<file path="src/rtl/preg_alloc_ctrl_if.sv">
// Rename-allocation / commit-return / free-list signal bundle for preg_alloc_ctrl.
// The slave modport is the controller's view; master is the surrounding pipeline's view.
interface preg_alloc_ctrl_if #(
  parameter int PREG_BITS  = 6,
  parameter int NLANE      = 2,
  parameter int DEPTH_BITS = 5
);
  logic                            alloc_valid;
  logic [NLANE-1:0]                alloc_req;
  logic                            alloc_ready;
  logic [NLANE-1:0][PREG_BITS-1:0] alloc_preg;
  logic [NLANE-1:0]                ret_valid;
  logic [NLANE-1:0][PREG_BITS-1:0] ret_preg;
  logic                            rob_flush;
  logic [NLANE-1:0][PREG_BITS-1:0] fl_dout;
  logic [DEPTH_BITS:0]             fl_elemcount;
  logic [NLANE-1:0]                fl_dequeue;
  logic [NLANE-1:0]                fl_enqueue;
  logic [NLANE-1:0][PREG_BITS-1:0] fl_din;
  logic                            fl_flush;
  logic [15:0]                     stall_cnt;

  modport slave (
    input  alloc_valid, alloc_req, ret_valid, ret_preg, rob_flush, fl_dout, fl_elemcount,
    output alloc_ready, alloc_preg, fl_dequeue, fl_enqueue, fl_din, fl_flush, stall_cnt
  );

  modport master (
    output alloc_valid, alloc_req, ret_valid, ret_preg, rob_flush, fl_dout, fl_elemcount,
    input  alloc_ready, alloc_preg, fl_dequeue, fl_enqueue, fl_din, fl_flush, stall_cnt
  );
endinterface

</file>
<file path="src/rtl/preg_alloc_ctrl.sv">
// Physical-register allocation controller: all-or-nothing multi-lane grants from a
// free list, registered commit returns, and a fixed allocation blackout after flush.
module preg_alloc_ctrl #(
  parameter int PREG_BITS    = 6,
  parameter int NLANE        = 2,
  parameter int DEPTH_BITS   = 5,
  parameter int FLUSH_CYCLES = 2
) (
  input  logic              clk,
  input  logic              rst,
  preg_alloc_ctrl_if.slave  bus
);
  localparam int NEED_W = $clog2(NLANE) + 1;
  localparam int EC_W   = DEPTH_BITS + 1;
  localparam int CNT_W  = (FLUSH_CYCLES > 1) ? $clog2(FLUSH_CYCLES) : 1;
  localparam logic [CNT_W-1:0] CNT_LOAD = CNT_W'(FLUSH_CYCLES - 1);

  typedef enum logic {ST_RUN, ST_FLUSH} state_t;

  state_t                          r_state, w_state_nxt;
  logic [CNT_W-1:0]                r_cnt, w_cnt_nxt;
  logic [NEED_W-1:0]               w_need, w_ret_cnt, r_ret_cnt;
  logic [NEED_W-1:0]               w_req_rank [NLANE];
  logic [NEED_W-1:0]               w_ret_rank [NLANE];
  logic [NLANE-1:0][PREG_BITS-1:0] w_ret_pack, r_ret_data;
  logic                            w_ready, w_fire, w_stage_clr;
  logic [15:0]                     r_stall;

  // Rank of each lane = number of active lanes below it; the running sum ends as popcount.
  always_comb begin
    w_need    = '0;
    w_ret_cnt = '0;
    for (int unsigned i = 0; i < NLANE; i++) begin
      w_req_rank[i] = w_need;
      w_ret_rank[i] = w_ret_cnt;
      w_need        = w_need + NEED_W'(bus.alloc_req[i]);
      w_ret_cnt     = w_ret_cnt + NEED_W'(bus.ret_valid[i]);
    end
  end

  always_comb begin
    for (int unsigned i = 0; i < NLANE; i++) begin
      bus.alloc_preg[i] = '0;
      w_ret_pack[i]     = '0;
    end
    for (int unsigned i = 0; i < NLANE; i++) begin
      for (int unsigned j = 0; j < NLANE; j++) begin
        if (bus.alloc_req[i] && (w_req_rank[i] == NEED_W'(j)))
          bus.alloc_preg[i] = bus.fl_dout[j];
        if (bus.ret_valid[i] && (w_ret_rank[i] == NEED_W'(j)))
          w_ret_pack[j] = bus.ret_preg[i];
      end
    end
  end

  always_ff @(posedge clk) begin
    if (rst) begin
      r_state <= ST_RUN;
      r_cnt   <= '0;
    end else begin
      r_state <= w_state_nxt;
      r_cnt   <= w_cnt_nxt;
    end
  end

  // A flush arriving mid-blackout reloads the counter, restarting the blackout.
  always_comb begin
    w_state_nxt = r_state;
    w_cnt_nxt   = r_cnt;
    w_ready     = 1'b0;
    case (r_state)
      ST_RUN: begin
        w_ready = !bus.rob_flush && (EC_W'(w_need) <= bus.fl_elemcount);
        if (bus.rob_flush) begin
          w_state_nxt = ST_FLUSH;
          w_cnt_nxt   = CNT_LOAD;
        end
      end
      ST_FLUSH: begin
        if (bus.rob_flush)
          w_cnt_nxt = CNT_LOAD;
        else if (r_cnt == '0)
          w_state_nxt = ST_RUN;
        else
          w_cnt_nxt = r_cnt - CNT_W'(1);
      end
      default: w_state_nxt = ST_RUN;
    endcase
  end

  always_comb begin
    w_fire          = bus.alloc_valid && w_ready;
    w_stage_clr     = bus.rob_flush || (r_state == ST_FLUSH);
    bus.alloc_ready = w_ready;
    bus.fl_flush    = bus.rob_flush;
    bus.fl_din      = r_ret_data;
    bus.stall_cnt   = r_stall;
    for (int unsigned j = 0; j < NLANE; j++) begin
      bus.fl_dequeue[j] = w_fire && (NEED_W'(j) < w_need);
      bus.fl_enqueue[j] = NEED_W'(j) < r_ret_cnt;
    end
  end

  always_ff @(posedge clk) begin
    if (rst) begin
      r_ret_cnt  <= '0;
      r_ret_data <= '0;
      r_stall    <= '0;
    end else begin
      if (w_stage_clr) begin
        r_ret_cnt  <= '0;
        r_ret_data <= '0;
      end else begin
        r_ret_cnt  <= w_ret_cnt;
        r_ret_data <= w_ret_pack;
      end
      if (bus.alloc_valid && !w_ready && (r_stall != '1))
        r_stall <= r_stall + 16'd1;
    end
  end
endmodule

</file>
<file path="src/flat_wrapper.sv">
// flat-port wrapper written by rule: the top's interface ports become plain ports
module preg_alloc_ctrl_flat 
#(
  parameter int PREG_BITS    = 6,
  parameter int NLANE        = 2,
  parameter int DEPTH_BITS   = 5,
  parameter int FLUSH_CYCLES = 2
)
  (clk, rst, bus_alloc_valid, bus_alloc_req, bus_ret_valid, bus_ret_preg, bus_rob_flush, bus_fl_dout, bus_fl_elemcount, bus_alloc_ready, bus_alloc_preg, bus_fl_dequeue, bus_fl_enqueue, bus_fl_din, bus_fl_flush, bus_stall_cnt);
  preg_alloc_ctrl_if #(.PREG_BITS(PREG_BITS), .NLANE(NLANE), .DEPTH_BITS(DEPTH_BITS)) bus_i ();
  input  logic clk;
  input  logic rst;
  input wire logic [$bits(bus_i.alloc_valid)-1:0] bus_alloc_valid;
  input wire logic [$bits(bus_i.alloc_req)-1:0] bus_alloc_req;
  input wire logic [$bits(bus_i.ret_valid)-1:0] bus_ret_valid;
  input wire logic [$bits(bus_i.ret_preg)-1:0] bus_ret_preg;
  input wire logic [$bits(bus_i.rob_flush)-1:0] bus_rob_flush;
  input wire logic [$bits(bus_i.fl_dout)-1:0] bus_fl_dout;
  input wire logic [$bits(bus_i.fl_elemcount)-1:0] bus_fl_elemcount;
  output wire logic [$bits(bus_i.alloc_ready)-1:0] bus_alloc_ready;
  output wire logic [$bits(bus_i.alloc_preg)-1:0] bus_alloc_preg;
  output wire logic [$bits(bus_i.fl_dequeue)-1:0] bus_fl_dequeue;
  output wire logic [$bits(bus_i.fl_enqueue)-1:0] bus_fl_enqueue;
  output wire logic [$bits(bus_i.fl_din)-1:0] bus_fl_din;
  output wire logic [$bits(bus_i.fl_flush)-1:0] bus_fl_flush;
  output wire logic [$bits(bus_i.stall_cnt)-1:0] bus_stall_cnt;
  assign bus_i.alloc_valid = bus_alloc_valid;
  assign bus_i.alloc_req = bus_alloc_req;
  assign bus_i.ret_valid = bus_ret_valid;
  assign bus_i.ret_preg = bus_ret_preg;
  assign bus_i.rob_flush = bus_rob_flush;
  assign bus_i.fl_dout = bus_fl_dout;
  assign bus_i.fl_elemcount = bus_fl_elemcount;
  assign bus_alloc_ready = bus_i.alloc_ready;
  assign bus_alloc_preg = bus_i.alloc_preg;
  assign bus_fl_dequeue = bus_i.fl_dequeue;
  assign bus_fl_enqueue = bus_i.fl_enqueue;
  assign bus_fl_din = bus_i.fl_din;
  assign bus_fl_flush = bus_i.fl_flush;
  assign bus_stall_cnt = bus_i.stall_cnt;
  preg_alloc_ctrl #(.PREG_BITS(PREG_BITS), .NLANE(NLANE), .DEPTH_BITS(DEPTH_BITS), .FLUSH_CYCLES(FLUSH_CYCLES)) u_core (.clk(clk), .rst(rst), .bus(bus_i));
endmodule
</file>
<file path="config.mk">
export PLATFORM = sky130hd
export DESIGN_NAME = preg_alloc_ctrl_flat
export DESIGN_NICKNAME = d
export VERILOG_FILES = /design/src/rtl/preg_alloc_ctrl_if.sv /design/src/rtl/preg_alloc_ctrl.sv /design/src/flat_wrapper.sv
export SDC_FILE = /design/constraint.sdc
export NUM_CORES = 1
export LEC_CHECK = 0
export ABC_AREA = 1
export CORE_MARGIN = 2
export CORE_UTILIZATION = 25
export DETAILED_ROUTE_END_ITERATION = 10
export PLACE_DENSITY = 0.53
export SKIP_CTS_REPAIR_TIMING = 1
export SLEW_MARGIN = 20
export SYNTH_ARGS = -nofsm -noshare
export SYNTH_HDL_FRONTEND = slang
export SYNTH_SLANG_ARGS = --single-unit
</file>
<file path="constraint.sdc">
create_clock -name clk -period 1.9 [get_ports clk]
set_input_delay 0.285 -clock clk [delete_from_list [all_inputs] [get_ports clk]]
set_output_delay 0.285 -clock clk [all_outputs]
set_load 0.03 [all_outputs]
</file>
# Word-level counts from Yosys, hierarchy flattened
# Cells that the tools add are included.
[word_totals] ff_bits=32 inputBits=38 output_inout_bits=46 wordCells=50
[op_classes] add_sub_neg=4 n_lt_le_gt_ge=5 n_eq_ne=2 n_mux=14 bitwise=2 n_reduce_logical=17
[op_table] cell="6-bit 2-to-1 mux" count=5
[op_table] cell="16-bit by 1-bit adder with 16-bit output (second input constant)" count=1
[op_table] cell="16-bit inequality test (second input constant)" count=1
[op_table] cell="1-bit logical AND" count=10
[op_table] cell="1-bit by 2-bit < comparator with 1-bit output (first input constant)" count=4
[op_table] cell="1-bit 2-to-1 mux" count=7
[op_table] cell="2-bit by 6-bit less-or-equal comparator with 1-bit output" count=1
[op_table] cell="1-bit by 1-bit adder with 2-bit output" count=2
[op_table] cell="2-bit logical NOT" count=2
[op_table] cell="1-bit one-hot mux with 2 select lines" count=2
[op_table] cell="3-bit OR reduction" count=1
[op_table] cell="1-bit logical NOT" count=2
[op_table] cell="2-bit inequality test (second input constant)" count=1
[op_table] cell="1-bit inverter" count=2
[op_table] cell="2-bit OR reduction" count=1
[op_table] cell="1-bit logical OR" count=1
[op_table] cell="1-bit subtractor (second input constant)" count=1

# Depth between registers and ports, before layout
# Gate-level depths: netlist (run 1).
[depth] word_depth=7 ltp_mapped=14 depth_no_buf=13

# Worst setup path before layout (run 1)
# Ideal clock, no wire load.
[synth_path] kind="input to output" start="in bus_alloc_req[0]" end="out bus_fl_dequeue[0]" t_arrival_ps=1831 required_ps=1615 slack_ps=-216 stages=10 path_buffers=0 path_cell_list="inv_1 -> ha_1 -> inv_1 -> ha_1 -> nand2_1 -> nand2_1 -> nor2_1 -> nand2_1 -> nand2_2 -> nor3_1"
[synth_via] elab_chain_cells=6 elab_cells_between_ends=7 classes_between="1 x add/sub; 2 x order compare; 1 x mux; 3 x reduce/logical"
[synth_lines] item="start: declaration" line_no="flat_wrapper.sv:14" source="input wire logic [$bits(bus_i.alloc_req)-1:0] bus_alloc_req;"
[synth_lines] item="1-bit by 1-bit adder with 2-bit output (*)" line_no="preg_alloc_ctrl.sv:36" source="w_need = w_need + NEED_W'(bus.alloc_req[i]);"
[synth_lines] item="2-bit by 6-bit less-or-equal comparator with 1-bit output" line_no="preg_alloc_ctrl.sv:73" source="w_ready = !bus.rob_flush && (EC_W'(w_need) <= bus.fl_elemcount);"
[synth_lines] item="1-bit logical AND" line_no="preg_alloc_ctrl.sv:73"
[synth_lines] item="1-bit 2-to-1 mux" line_no="preg_alloc_ctrl.sv:71" source="case (r_state)"
[synth_lines] item="1-bit logical AND" line_no="preg_alloc_ctrl.sv:92" source="w_fire = bus.alloc_valid && w_ready;"
[synth_lines] item="1-bit logical AND (*)" line_no="preg_alloc_ctrl.sv:99" source="bus.fl_dequeue[j] = w_fire && (NEED_W'(j) < w_need);"
[synth_lines] item="end: declaration" line_no="flat_wrapper.sv:22" source="output wire logic [$bits(bus_i.fl_dequeue)-1:0] bus_fl_dequeue;"
# Every way passes the cells marked *; elsewhere a longest branch is shown, timed or not.

# Worst setup path in the final report (run 1)
# Same ends and word-level chain as after synthesis.

==> out/qor.yml, run 1 <==
clockBufferDepth: 2
syn-num-nets: 309
worst_pin_slew_ns: 0.351
route.detailed.wl_per_inst_microns: 10.4
r2r.worst_path.cells: 11
layout-drive-gt1-share: 0.191
maxCapViolCount: 0
die_height_microns: 89.2
setup_viol_count_final: 0
final-max-slew-violation-count: 0
sequential_element_share_of_the_synthesized_area: 0.353
areaGrowthSynthToFinish_pct: 62.4
placedInstanceArea_sq_um: 2800
die-width_microns: 89.2
syn-mean-instance-area_sq_um: 6.90
crit_path_start_kind: "primary input"
antenna_cells_inserted: 0
hold-path-cell-count: 1
max-slew-margin-rel: 0.765
final_cell_area_sq_um: 2950
antenna_found_initial: 0
drt-pass1-iter-count: 3
drcViolationCount: 0
crit-reg2reg-launch: "u_core.bus.stall_cnt[0]$_SDFFE_PP0P_"
tritoncts: "built"
hold_end: "u_core.r_cnt$_SDFFE_PP0P_"
grt_use_total: 0.125
arrival_ns: 1.60
post-route-period-util: 0.994
floorplan.initialDensity: 0.254
final_critical_path_required_period_ns: 1.89
pin_count: 84
post_drt_via_cell_ratio: 4.17
layout_fillers: 790
largest_driver_fanout_on_the_critical_path: 5
layout.cells.non_filler: 460
grt_remaining_overflow: 0
numCtsBuffers: 5
power.static_leakage_uw: 0.00127
finalHoldViolations: 0
clock_skew_ns: 0.00761
core_area_sq_um: 7140
number_of_nets_in_the_layout: 407
syn-cell-area_sq_um: 1820
grt_setup_unrepaired: "true"
clock.fmax_mhz: 530
clock_tree.root_cell: "sky130_fd_sc_hd__clkbuf_8"
row_count: 31
globalplace.congestion: 0.770
postSynthRegisterBits: 32
detail-route-antenna-nets: 0
syn_inst: 263
grt_start_max_net_pins: 17
postLayoutCoreUtil: 0.413
finalPower_uw: 1540
dp_hpwl_microns: 3820
yosys_warnings: 0
worst_ir_drop_vdd_v: 0.000285
grt_first_pass_wirelength_microns: 7660
postRouteWirelength_microns: 4790
outcome: "finished clean"
setup.worst_path.class: "in -> out"
pwr_density_nw_per_um2: 521
worst_skew_late_latency_ns: 0.28
endpoint_kind: "primary output"
port_buffers: 83
hold_path_startpoint: "u_core.r_state$_SDFF_PP0_"
first_global_vias: 1743
worstReg2RegEnd: "u_core.bus.stall_cnt[5]$_SDFFE_PP0P_"
critical_path_required_ns: 1.62
dr_total_vias: 1920
post_placement_cell_count: 452
worst_reg2reg_setup_slack_ns: 0.39
cts_sinks: 32
finalHoldWorstSlack_ns: 0.449
initialDrtViolationCount: 71
hold_path_class: "reg -> reg"
clk_pin_slew_ns: 0.06
synthDistinctLibCells: 27
fp.dieArea_sq_um: 7960
h_tree_lvls: 2
[sequential cells by signal, indices dropped and copies added (netlist names)]
signal and cells:
u_core.r_cnt 1, u_core.r_ret_cnt 2, u_core.r_state 1, u_core.bus.fl_din 12, u_core.bus.stall_cnt 16
[cell type report]
type	count	area [sq um]	area share
clock buffers	6	72.6	0.0246
clock inverters	1	5.00	0.00170
inverters	35	136	0.0462
multi-input cells	189	1040	0.352
flip-flops and latches	32	641	0.217
well taps	99	124	0.0420
repair buffers	98	933	0.317
[how the worst max path moves through the flow]
stage | startpoint | to | cells after the start
2_1_floorplan | bus_alloc_req[0] | bus_fl_dequeue[0] | 10
3_3_place_gp | bus_alloc_req[0] | bus_fl_dequeue[0] | 12
3_5_place_dp | bus_alloc_req[0] | u_core.bus.stall_cnt[7]$_SDFFE_PP0P_ | 14
4_1_cts | bus_alloc_req[0] | bus_fl_dequeue[1] | 12
5_1_grt | bus_alloc_req[0] | bus_fl_dequeue[0] | 12
6_report | bus_alloc_req[0] | bus_fl_dequeue[0] | 12
[cells in the mapped netlist, drive strengths merged]
cell type  instances  area share
a21oi             23       0.078
buf                5       0.025
clkbuf             2      0.0041
dfxtp             32        0.35
ha                 8       0.055
inv               35       0.072
nand2             90        0.19
nand3             17       0.057
nand4              6       0.021
nor2              28       0.069
nor3               2      0.0055
o21ai              2      0.0055
o21bai             1      0.0041
or2                1      0.0034
xnor2              8       0.039
xor2               3       0.014
[logic make-up after synthesis]
logic type,share of synthesized area
AOI/OAI and AO/OA,0.0875
xor gates and xnor gates,0.0531
and+or+nand+nor,0.349
adders and majority gates,0.0551
DFF,0.353
buffers and inverters,0.102
[cell usage in the layout (no fill, tap or decap)]
| master | netlist | routed |
|---|---|---|
| sky130_fd_sc_hd__a21oi_1 | 16 | 16 |
| sky130_fd_sc_hd__a21oi_2 | 7 | 7 |
| sky130_fd_sc_hd__buf_12 | 0 | 1 |
| sky130_fd_sc_hd__buf_4 | 2 | 29 |
| sky130_fd_sc_hd__buf_8 | 1 | 2 |
| sky130_fd_sc_hd__clkbuf_1 | 2 | 1 |
| sky130_fd_sc_hd__clkbuf_8 | 0 | 5 |
| sky130_fd_sc_hd__clkdlybuf4s50_1 | 0 | 64 |
| sky130_fd_sc_hd__clkinv_2 | 0 | 1 |
| sky130_fd_sc_hd__dfxtp_1 | 32 | 32 |
| sky130_fd_sc_hd__dlymetal6s2s_1 | 0 | 2 |
| sky130_fd_sc_hd__ha_1 | 8 | 5 |
| sky130_fd_sc_hd__ha_4 | 0 | 3 |
| sky130_fd_sc_hd__inv_1 | 31 | 27 |
| sky130_fd_sc_hd__inv_2 | 4 | 6 |
| sky130_fd_sc_hd__inv_4 | 0 | 2 |
| sky130_fd_sc_hd__nand2_1 | 86 | 86 |
| sky130_fd_sc_hd__nand2_2 | 3 | 3 |
| sky130_fd_sc_hd__nand2_4 | 1 | 1 |
| sky130_fd_sc_hd__nand3_1 | 15 | 15 |
| sky130_fd_sc_hd__nand3_2 | 1 | 1 |
| sky130_fd_sc_hd__nand3_4 | 1 | 1 |
| sky130_fd_sc_hd__nand4_1 | 6 | 6 |
| sky130_fd_sc_hd__nor2_1 | 24 | 24 |
| sky130_fd_sc_hd__nor2_2 | 2 | 2 |
| sky130_fd_sc_hd__nor2_4 | 2 | 2 |
| sky130_fd_sc_hd__nor3_2 | 0 | 2 |
| sky130_fd_sc_hd__o21ai_0 | 2 | 2 |
| sky130_fd_sc_hd__o21bai_1 | 1 | 1 |
| sky130_fd_sc_hd__or2_2 | 1 | 1 |
| sky130_fd_sc_hd__xnor2_1 | 8 | 8 |
| sky130_fd_sc_hd__xor2_1 | 3 | 3 |
[worst max-delay path, stage by stage]
cell	delay, ns
sky130_fd_sc_hd__buf_8	0.08
sky130_fd_sc_hd__inv_4	0.03
sky130_fd_sc_hd__ha_4	0.24
sky130_fd_sc_hd__inv_2	0.04
sky130_fd_sc_hd__ha_4	0.24
sky130_fd_sc_hd__nand2_1	0.04
sky130_fd_sc_hd__nand2_1	0.05
sky130_fd_sc_hd__nor2_1	0.04
sky130_fd_sc_hd__nand2_1	0.06
sky130_fd_sc_hd__nand2_2	0.09
sky130_fd_sc_hd__nor3_2	0.21
sky130_fd_sc_hd__buf_4	0.19
[per-stage QoR]
step / setup TNS, ns / worst slack [ns]
2_1_floorplan: -0.432 / -0.216
3_3_place_gp: -9.44 / -0.500
3_5_place_dp: -11.06 / -0.570
4_1_cts: -6.26 / -0.547
5_1_grt: -0.0470 / -0.0470
6_report: 0 / 0.0121
[report_power, final]
part	switching, uW	leakage [uW]	total (uW)	internal [uW]
registers	4.19	0.000259	689	685
clock network	241	0.0000410	490	249
logic	183	0.000968	357	175
[layer usage]
| metal | vias up | global-route usage | routed length [microns] |
|---|---|---|---|
| li1 | 1012 | - | - |
| met5 | - | 0 | 0 |
| met4 | 0 | 0.0407 | 65 |
| met3 | 7 | 0.0572 | 440 |
| met1 | 852 | 0.141 | 2060 |
| met2 | 49 | 0.208 | 2230 |
Power figures use the tool's default switching activity.
==> inputs of run 2 (changes only) <==
--- a/config.mk
+++ b/config.mk
@@ -9,7 +9,8 @@
 export CORE_MARGIN = 2
 export CORE_UTILIZATION = 25
 export DETAILED_ROUTE_END_ITERATION = 10
-export PLACE_DENSITY = 0.53
+export DONT_BUFFER_PORTS = 1
+export PLACE_DENSITY = 0.38
 export SKIP_CTS_REPAIR_TIMING = 1
 export SLEW_MARGIN = 20
 export SYNTH_ARGS = -nofsm -noshare
==> run 2 against run 1 <==
Against the previous run: sequential cell count did not move; critical path type unchanged; core utilization is 11 points lower; critical endpoint is now bus_fl_dequeue[1]; sequential share of layout area increased by 7.6 points; first-iteration DRC count down 7.0%; critical path depth down 1; wire length fell by 1.7%; total power increased by 0.46%; register-to-register slack gained 0.04 ns; highest routed layer unchanged; final area shrank 26%; sequential power up 2%; clock-buffer cell count unchanged.
==> out/qor.yml, run 2 (synthesis results as in run 1) <==
outcome: "finished clean"
detail-route-antenna-nets: 0  # unchanged
areaGrowthSynthToFinish_pct: 20.5
largest_register_ffs: 16  # unchanged
grt_remaining_overflow: 0  # unchanged
grt_use_met3: 0.0452  # -0.0120
final-max-slew-violation-count: 0  # unchanged
combPwrFrac: 0.113  # -0.120
fp.dieArea_sq_um: 7960  # unchanged
layout.cells.non_filler: 386  # -16%
seq_power_share: 0.456  # +0.008
grt_setup_unrepaired: "false"
postLayoutCoreUtil: 0.307  # -0.107
worst_ir_drop_vdd_v: 0.000238  # -16%
maxCapViolCount: 0  # unchanged
p_int_uw: 1130  # +1.6%
worst_skew_late_latency_ns: 0.29  # about the same
clock_tree.root_cell: "sky130_fd_sc_hd__clkbuf_8"
largest_driver_fanout_on_the_critical_path: 8  # +3
pin_count: 84  # unchanged
grt_util_met1: 0.162  # +0.0210
most-common-layout-cells: "86 x sky130_fd_sc_hd__nand2_1, 32 x sky130_fd_sc_hd__dfxtp_1, 31 x sky130_fd_sc_hd__inv_1, 24 x sky130_fd_sc_hd__nor2_1, 22 x sky130_fd_sc_hd__buf_4"
port_buffers: 0  # -100%
post-route-period-util: 0.919  # -0.0745
postRouteWirelength_microns: 4710  # -1.7%
tritoncts: "built"
max-slew-margin-rel: 0.769  # +0.00359
grt_start_max_net_pins: 18  # +1
power.static_leakage_uw: 0.000982  # -23%
switching_fraction: 0.271  # -0.00808
clockBufferDepth: 2  # unchanged
finalHoldViolations: 0  # unchanged
grt_first_pass_wirelength_microns: 7750  # +1.2%
grt-busiest-layer: "met2"
post_placement_cell_count: 378  # -16%
clk_pin_slew_ns: 0.07  # about the same
numCtsBuffers: 5  # unchanged
dp_hpwl_microns: 3600  # -5.5%
number_of_nets_in_the_layout: 332  # -18%
endpoint_kind: "primary output"
cts_sinks: 32  # unchanged
final_cell_area_sq_um: 2190  # -26%
die-width_microns: 89.2  # unchanged
row_count: 31  # unchanged
first_global_vias: 1638  # -6.0%
arrival_ns: 1.46  # -0.14 ns
net-switching-power_uw: 417  # -2.5%
setup.worst_path.class: "in -> out"
antenna_cells_inserted: 0  # unchanged
hold_path_class: "in -> reg"
critical_path_required_ns: 1.62  # about the same
post_drt_via_cell_ratio: 4.21  # +0.80%
layout_fillers: 823  # +4.2%
worst_pin_slew_ns: 0.346  # -0.00537 ns
initialDrtViolationCount: 66  # -7.0%
layout-drive-gt1-share: 0.188  # -0.00298
route.detailed.wl_per_inst_microns: 12.2  # +17%
crit_path_start_kind: "primary input"
placedInstanceArea_sq_um: 2070  # -26%
final_critical_path_required_period_ns: 1.75  # -0.142 ns
use_met2: 0.199  # -0.00875
antenna_found_initial: 0  # unchanged
clock.fmax_mhz: 573  # +8.1%
setup_viol_count_final: 0  # unchanged
dr_total_vias: 1624  # -15%
globalplace.congestion: 0.759  # -1.4%
grt_use_total: 0.127  # +0.00221
drcViolationCount: 0  # unchanged
mostFrequentLayoutCell: "sky130_fd_sc_hd__nand2_1"
clockPowerShare: 0.431  # +0.112
core_area_sq_um: 7140  # unchanged
h_tree_lvls: 2  # unchanged
drt-pass1-iter-count: 4  # +1
floorplan.initialDensity: 0.254  # unchanged
clock_skew_ns: 0.00479  # -0.00282 ns
die_height_microns: 89.2  # unchanged
pwr_density_nw_per_um2: 705  # +35%
run 2: cell types whose count changed in the layout (fill, tap and decap cells not counted), moves of 3 or more:
cell / before / now
sky130_fd_sc_hd__inv_1: 27 / 31
sky130_fd_sc_hd__ha_1: 5 / 8
sky130_fd_sc_hd__clkdlybuf4s50_1: 64 / 0
sky130_fd_sc_hd__buf_4: 29 / 22
sky130_fd_sc_hd__ha_4: 3 / 0
run 2: through the flow:
step / setup TNS, ns / hold slack (ns) / total power [uW] / worst slack [ns]
floorplan: -0.432 / 0.397 / 868 / -0.216
global placement: 0 / 0.353 / 896 / 0.0628
detailed placement: 0 / 0.354 / 896 / 0.0190
CTS: 0 / 0.0445 / 1570 / 0.112
global route: 0 / 0.0372 / 1620 / 0.0264
finish: 0 / 0.0575 / 1540 / 0.154
run 2: per-layer routing:
metal,share of wire,up-vias
li1,-,862
met1,0.45,717
met2,0.47,40
met3,0.071,5
met4,0.011,0
met5,0,-
run 2: cell type report:
type                       count  area [sq um]  area share
clock inverter                 2          35.0      0.0160
inverter                      35           131      0.0600
tap                           99           124      0.0566
sequential                    32           641       0.293
timing repair buffer          23           185      0.0846
multi-input combinational    189          1000       0.457
clock buffer                   6          72.6      0.0332
run 2: power by group through the flow:
| stage | registers (uW) | logic [uW] | clock network (uW) |
|---|---|---|---|
| after global routing | 705 | 197 | 720 |
| final | 703 | 175 | 664 |
| after CTS | 703 | 177 | 688 |
| after detailed placement | 719 | 177 | 0 |
| after global placement | 719 | 177 | 0 |
| after floorplan | 724 | 144 | 0 |
run 2: final timing paths:
kind | from | endpoint | slack (ns) | depth (start not counted)
worst min-delay path | rst | u_core.bus.stall_cnt[13]$_SDFFE_PP0P_ | 0.06 | 1
worst max-delay path | bus_alloc_req[0] | bus_fl_dequeue[1] | 0.15 | 11
worst max register to register | u_core.bus.stall_cnt[0]$_SDFFE_PP0P_ | u_core.bus.stall_cnt[6]$_SDFFE_PP0P_ | 0.43 | 11
worst min register to register | u_core.r_state$_SDFF_PP0_ | u_core.r_cnt$_SDFFE_PP0P_ | 0.43 | 1
run 2: worst max-delay path, stage by stage:
cell	delay [ns]
sky130_fd_sc_hd__inv_1	0.03
sky130_fd_sc_hd__ha_1	0.26
sky130_fd_sc_hd__inv_1	0.04
sky130_fd_sc_hd__ha_1	0.25
sky130_fd_sc_hd__nand2_1	0.06
sky130_fd_sc_hd__nand2_1	0.05
sky130_fd_sc_hd__nor2_1	0.09
sky130_fd_sc_hd__nand2_1	0.07
sky130_fd_sc_hd__nand2_2	0.11
sky130_fd_sc_hd__nor3_2	0.05
sky130_fd_sc_hd__buf_4	0.17
==> inputs of run 3 (changes only) <==
--- a/config.mk
+++ b/config.mk
@@ -7,10 +7,10 @@
 export LEC_CHECK = 0
 export ABC_AREA = 1
 export CORE_MARGIN = 2
-export CORE_UTILIZATION = 25
+export CORE_UTILIZATION = 62
 export DETAILED_ROUTE_END_ITERATION = 10
 export DONT_BUFFER_PORTS = 1
-export PLACE_DENSITY = 0.38
+export PLACE_DENSITY = 0.78
 export SKIP_CTS_REPAIR_TIMING = 1
 export SLEW_MARGIN = 20
 export SYNTH_ARGS = -nofsm -noshare
==> run 3 against run 2 <==
Against the previous run: combinational power is essentially flat; first-iteration DRC count is 89% higher; hold slack worse by 0.025 ns; die area down 58%; total power shrank 17%.
==> out/qor.yml, run 3 (synthesis results as in run 1) <==
net-switching-power_uw: 406  # -2.7%
row_count: 19  # -39%
power.static_leakage_uw: 0.000939  # -4.3%
clock_skew_ns: 0.00853  # +0.00375 ns
clock_tree.root_cell: "sky130_fd_sc_hd__clkbuf_4"
worst_reg2reg_setup_slack_ns: 0.26  # -0.17 ns
hold_path_startpoint: "bus_ret_preg[6]"
clock.fmax_mhz: 559  # -2.3%
final-seq-area_sq_um: 641  # unchanged
cts_sinks: 32  # unchanged
core_area_sq_um: 2760  # -61%
post_drt_via_cell_ratio: 5.29  # +26%
die_height_microns: 58.1  # -35%
h_tree_lvls: 2  # unchanged
post-route-period-util: 0.941  # +0.0220
setup_viol_count_final: 0  # unchanged
pin_count: 84  # unchanged
largest_driver_fanout_on_the_critical_path: 8  # unchanged
hold_path_class: "in -> reg"
antenna_cells_inserted: 0  # unchanged
route.detailed.wl_per_inst_microns: 13.1  # +7.3%
p_int_uw: 875  # -22%
clockBufferDepth: 2  # unchanged
hold-path-cell-count: 2  # +1
detail-route-antenna-nets: 0  # unchanged
grt_first_pass_wirelength_microns: 6410  # -17%
port_buffers: 0  # unchanged
layout_fillers: 237  # -71%
crit-reg2reg-launch: "u_core.bus.stall_cnt[0]$_SDFFE_PP0P_"
fp.dieArea_sq_um: 3380  # -58%
r2r.worst_path.cells: 10  # -1
final-max-slew-violation-count: 0  # unchanged
areaGrowthSynthToFinish_pct: 11.9
grt_use_total: 0.246  # +0.119
layout-drive-gt1-share: 0.182  # -0.00570
drcViolationCount: 0  # unchanged
pwr_density_nw_per_um2: 631  # -11%
grt_remaining_overflow: 0  # unchanged
outcome: "finished clean"
tritoncts: "built"
clk_pin_slew_ns: 0.11  # +0.04 ns
mostFrequentLayoutCell: "sky130_fd_sc_hd__nand2_1"
floorplan.initialDensity: 0.658  # +0.404
numCtsBuffers: 5  # unchanged
antenna_found_initial: 0  # unchanged
most-common-layout-cells: "86 x sky130_fd_sc_hd__nand2_1, 32 x sky130_fd_sc_hd__dfxtp_1, 31 x sky130_fd_sc_hd__inv_1, 24 x sky130_fd_sc_hd__nor2_1, 20 x sky130_fd_sc_hd__buf_4"
multiInputGateArea_sq_um: 1000  # unchanged
worst_ir_drop_vdd_v: 0.000717  # +200%
finalPower_uw: 1280  # -17%
final_critical_path_required_period_ns: 1.79  # +0.0419 ns
layout.cells.non_filler: 316  # -18%
clockPowerShare: 0.315  # -0.116
worst_skew_late_latency_ns: 0.34  # +0.05 ns
setup.worst_path.class: "in -> out"
fin_setup_tns_ns: 0  # unchanged
largest_register_ffs: 16  # unchanged
arrival_ns: 1.50  # +0.04 ns
seq_power_share: 0.549  # +0.093
drt-pass1-iter-count: 4  # unchanged
worstReg2RegEnd: "u_core.bus.stall_cnt[12]$_SDFFE_PP0P_"
post_placement_cell_count: 307  # -19%
grt_start_max_net_pins: 18  # unchanged
combPwrFrac: 0.136  # +0.023
dr_total_vias: 1671  # +2.9%
maxCapViolCount: 0  # unchanged
hold_end: "u_core.bus.fl_din[6]$_SDFF_PP0_"
postRouteWirelength_microns: 4140  # -12%
number_of_nets_in_the_layout: 330  # -0.60%
crit_path_start_kind: "primary input"
endpoint_kind: "primary output"
globalplace.congestion: 0.872  # +15%
finalHoldViolations: 0  # unchanged
dp_hpwl_microns: 3090  # -14%
switching_fraction: 0.317  # +0.0463
grt_setup_unrepaired: "false"
first_global_vias: 1474  # -10%
worst_pin_slew_ns: 0.773  # +0.427 ns
critical_path_required_ns: 1.62  # about the same
initialDrtViolationCount: 125  # +89%
max-slew-margin-rel: 0.483  # -0.286
die-width_microns: 58.1  # -35%
[run 3: cell count changes in the layout (fill, tap and decap cells not counted), sizes merged]
cell | previous run | this run
clkinvlp | 0 | 2
clkbuf | 6 | 5
buf | 23 | 20
dlygate4sd3 | 0 | 1
bufinv | 1 | 0
[run 3: cell type report]
cell class | count | area share
Clock inverter | 3 | 0.0117
Inverter | 35 | 0.0647
Multi-Input combinational cell | 189 | 0.492
Clock buffer | 5 | 0.0185
Tap cell | 31 | 0.0191
Timing Repair Buffer | 21 | 0.0788
Sequential cell | 32 | 0.315
[run 3: metal layers]
layer  share of wire  vias up  track usage
met5               0        -            0
met4           0.016        0       0.0963
met3           0.093        7       0.0871
met2            0.46       72        0.398
met1            0.43      735        0.299
li1                -      857            -
[run 3: worst max-delay path by stage]
| stage | from | end | slack (ns) | depth (start not counted) |
|---|---|---|---|---|
| final | bus_alloc_req[0] | bus_fl_dequeue[1] | 0.11 | 11 |
| after global routing | bus_alloc_req[0] | bus_fl_dequeue[0] | 0.008 | 11 |
| after CTS | bus_alloc_req[0] | bus_fl_dequeue[1] | 0.04 | 11 |
| after detailed placement | bus_alloc_req[0] | u_core.bus.stall_cnt[12]$_SDFFE_PP0P_ | -0.03 | 13 |
| after global placement | bus_alloc_req[0] | u_core.bus.stall_cnt[12]$_SDFFE_PP0P_ | 0.05 | 13 |
| after floorplan | bus_alloc_req[0] | bus_fl_dequeue[0] | -0.22 | 10 |
[run 3: power by group through the flow]
stage	sequential [uW]	combinational [uW]	clock, uW
floorplan	724	144	0
global placement	719	162	0
detailed placement	719	164	0
CTS	704	165	409
global route	705	194	447
finish	703	175	403
[run 3: metrics by stage]
step / instance area [sq um] / hold WS, ns / setup slack [ns] / util
final: 2030 / 0.0325 / 0.112 / 0.737
after floorplan: 1820 / 0.397 / -0.216 / -
after CTS: 2010 / -0.0276 / 0.0422 / 0.730
after detailed placement: 1950 / 0.353 / -0.0286 / 0.707
after global routing: 2030 / 0.000919 / 0.00798 / 0.737
after global placement: 1950 / 0.351 / 0.0549 / 0.707
[run 3: worst max-delay path: stages]
cell and delay [ns]:
sky130_fd_sc_hd__inv_1 0.03, sky130_fd_sc_hd__ha_1 0.26, sky130_fd_sc_hd__inv_1 0.04, sky130_fd_sc_hd__ha_1 0.26, sky130_fd_sc_hd__nand2_1 0.04, sky130_fd_sc_hd__nand2_1 0.05, sky130_fd_sc_hd__nor2_1 0.03, sky130_fd_sc_hd__nand2_1 0.06
sky130_fd_sc_hd__nand2_2 0.09, sky130_fd_sc_hd__nor3_2 0.15, sky130_fd_sc_hd__buf_4 0.19
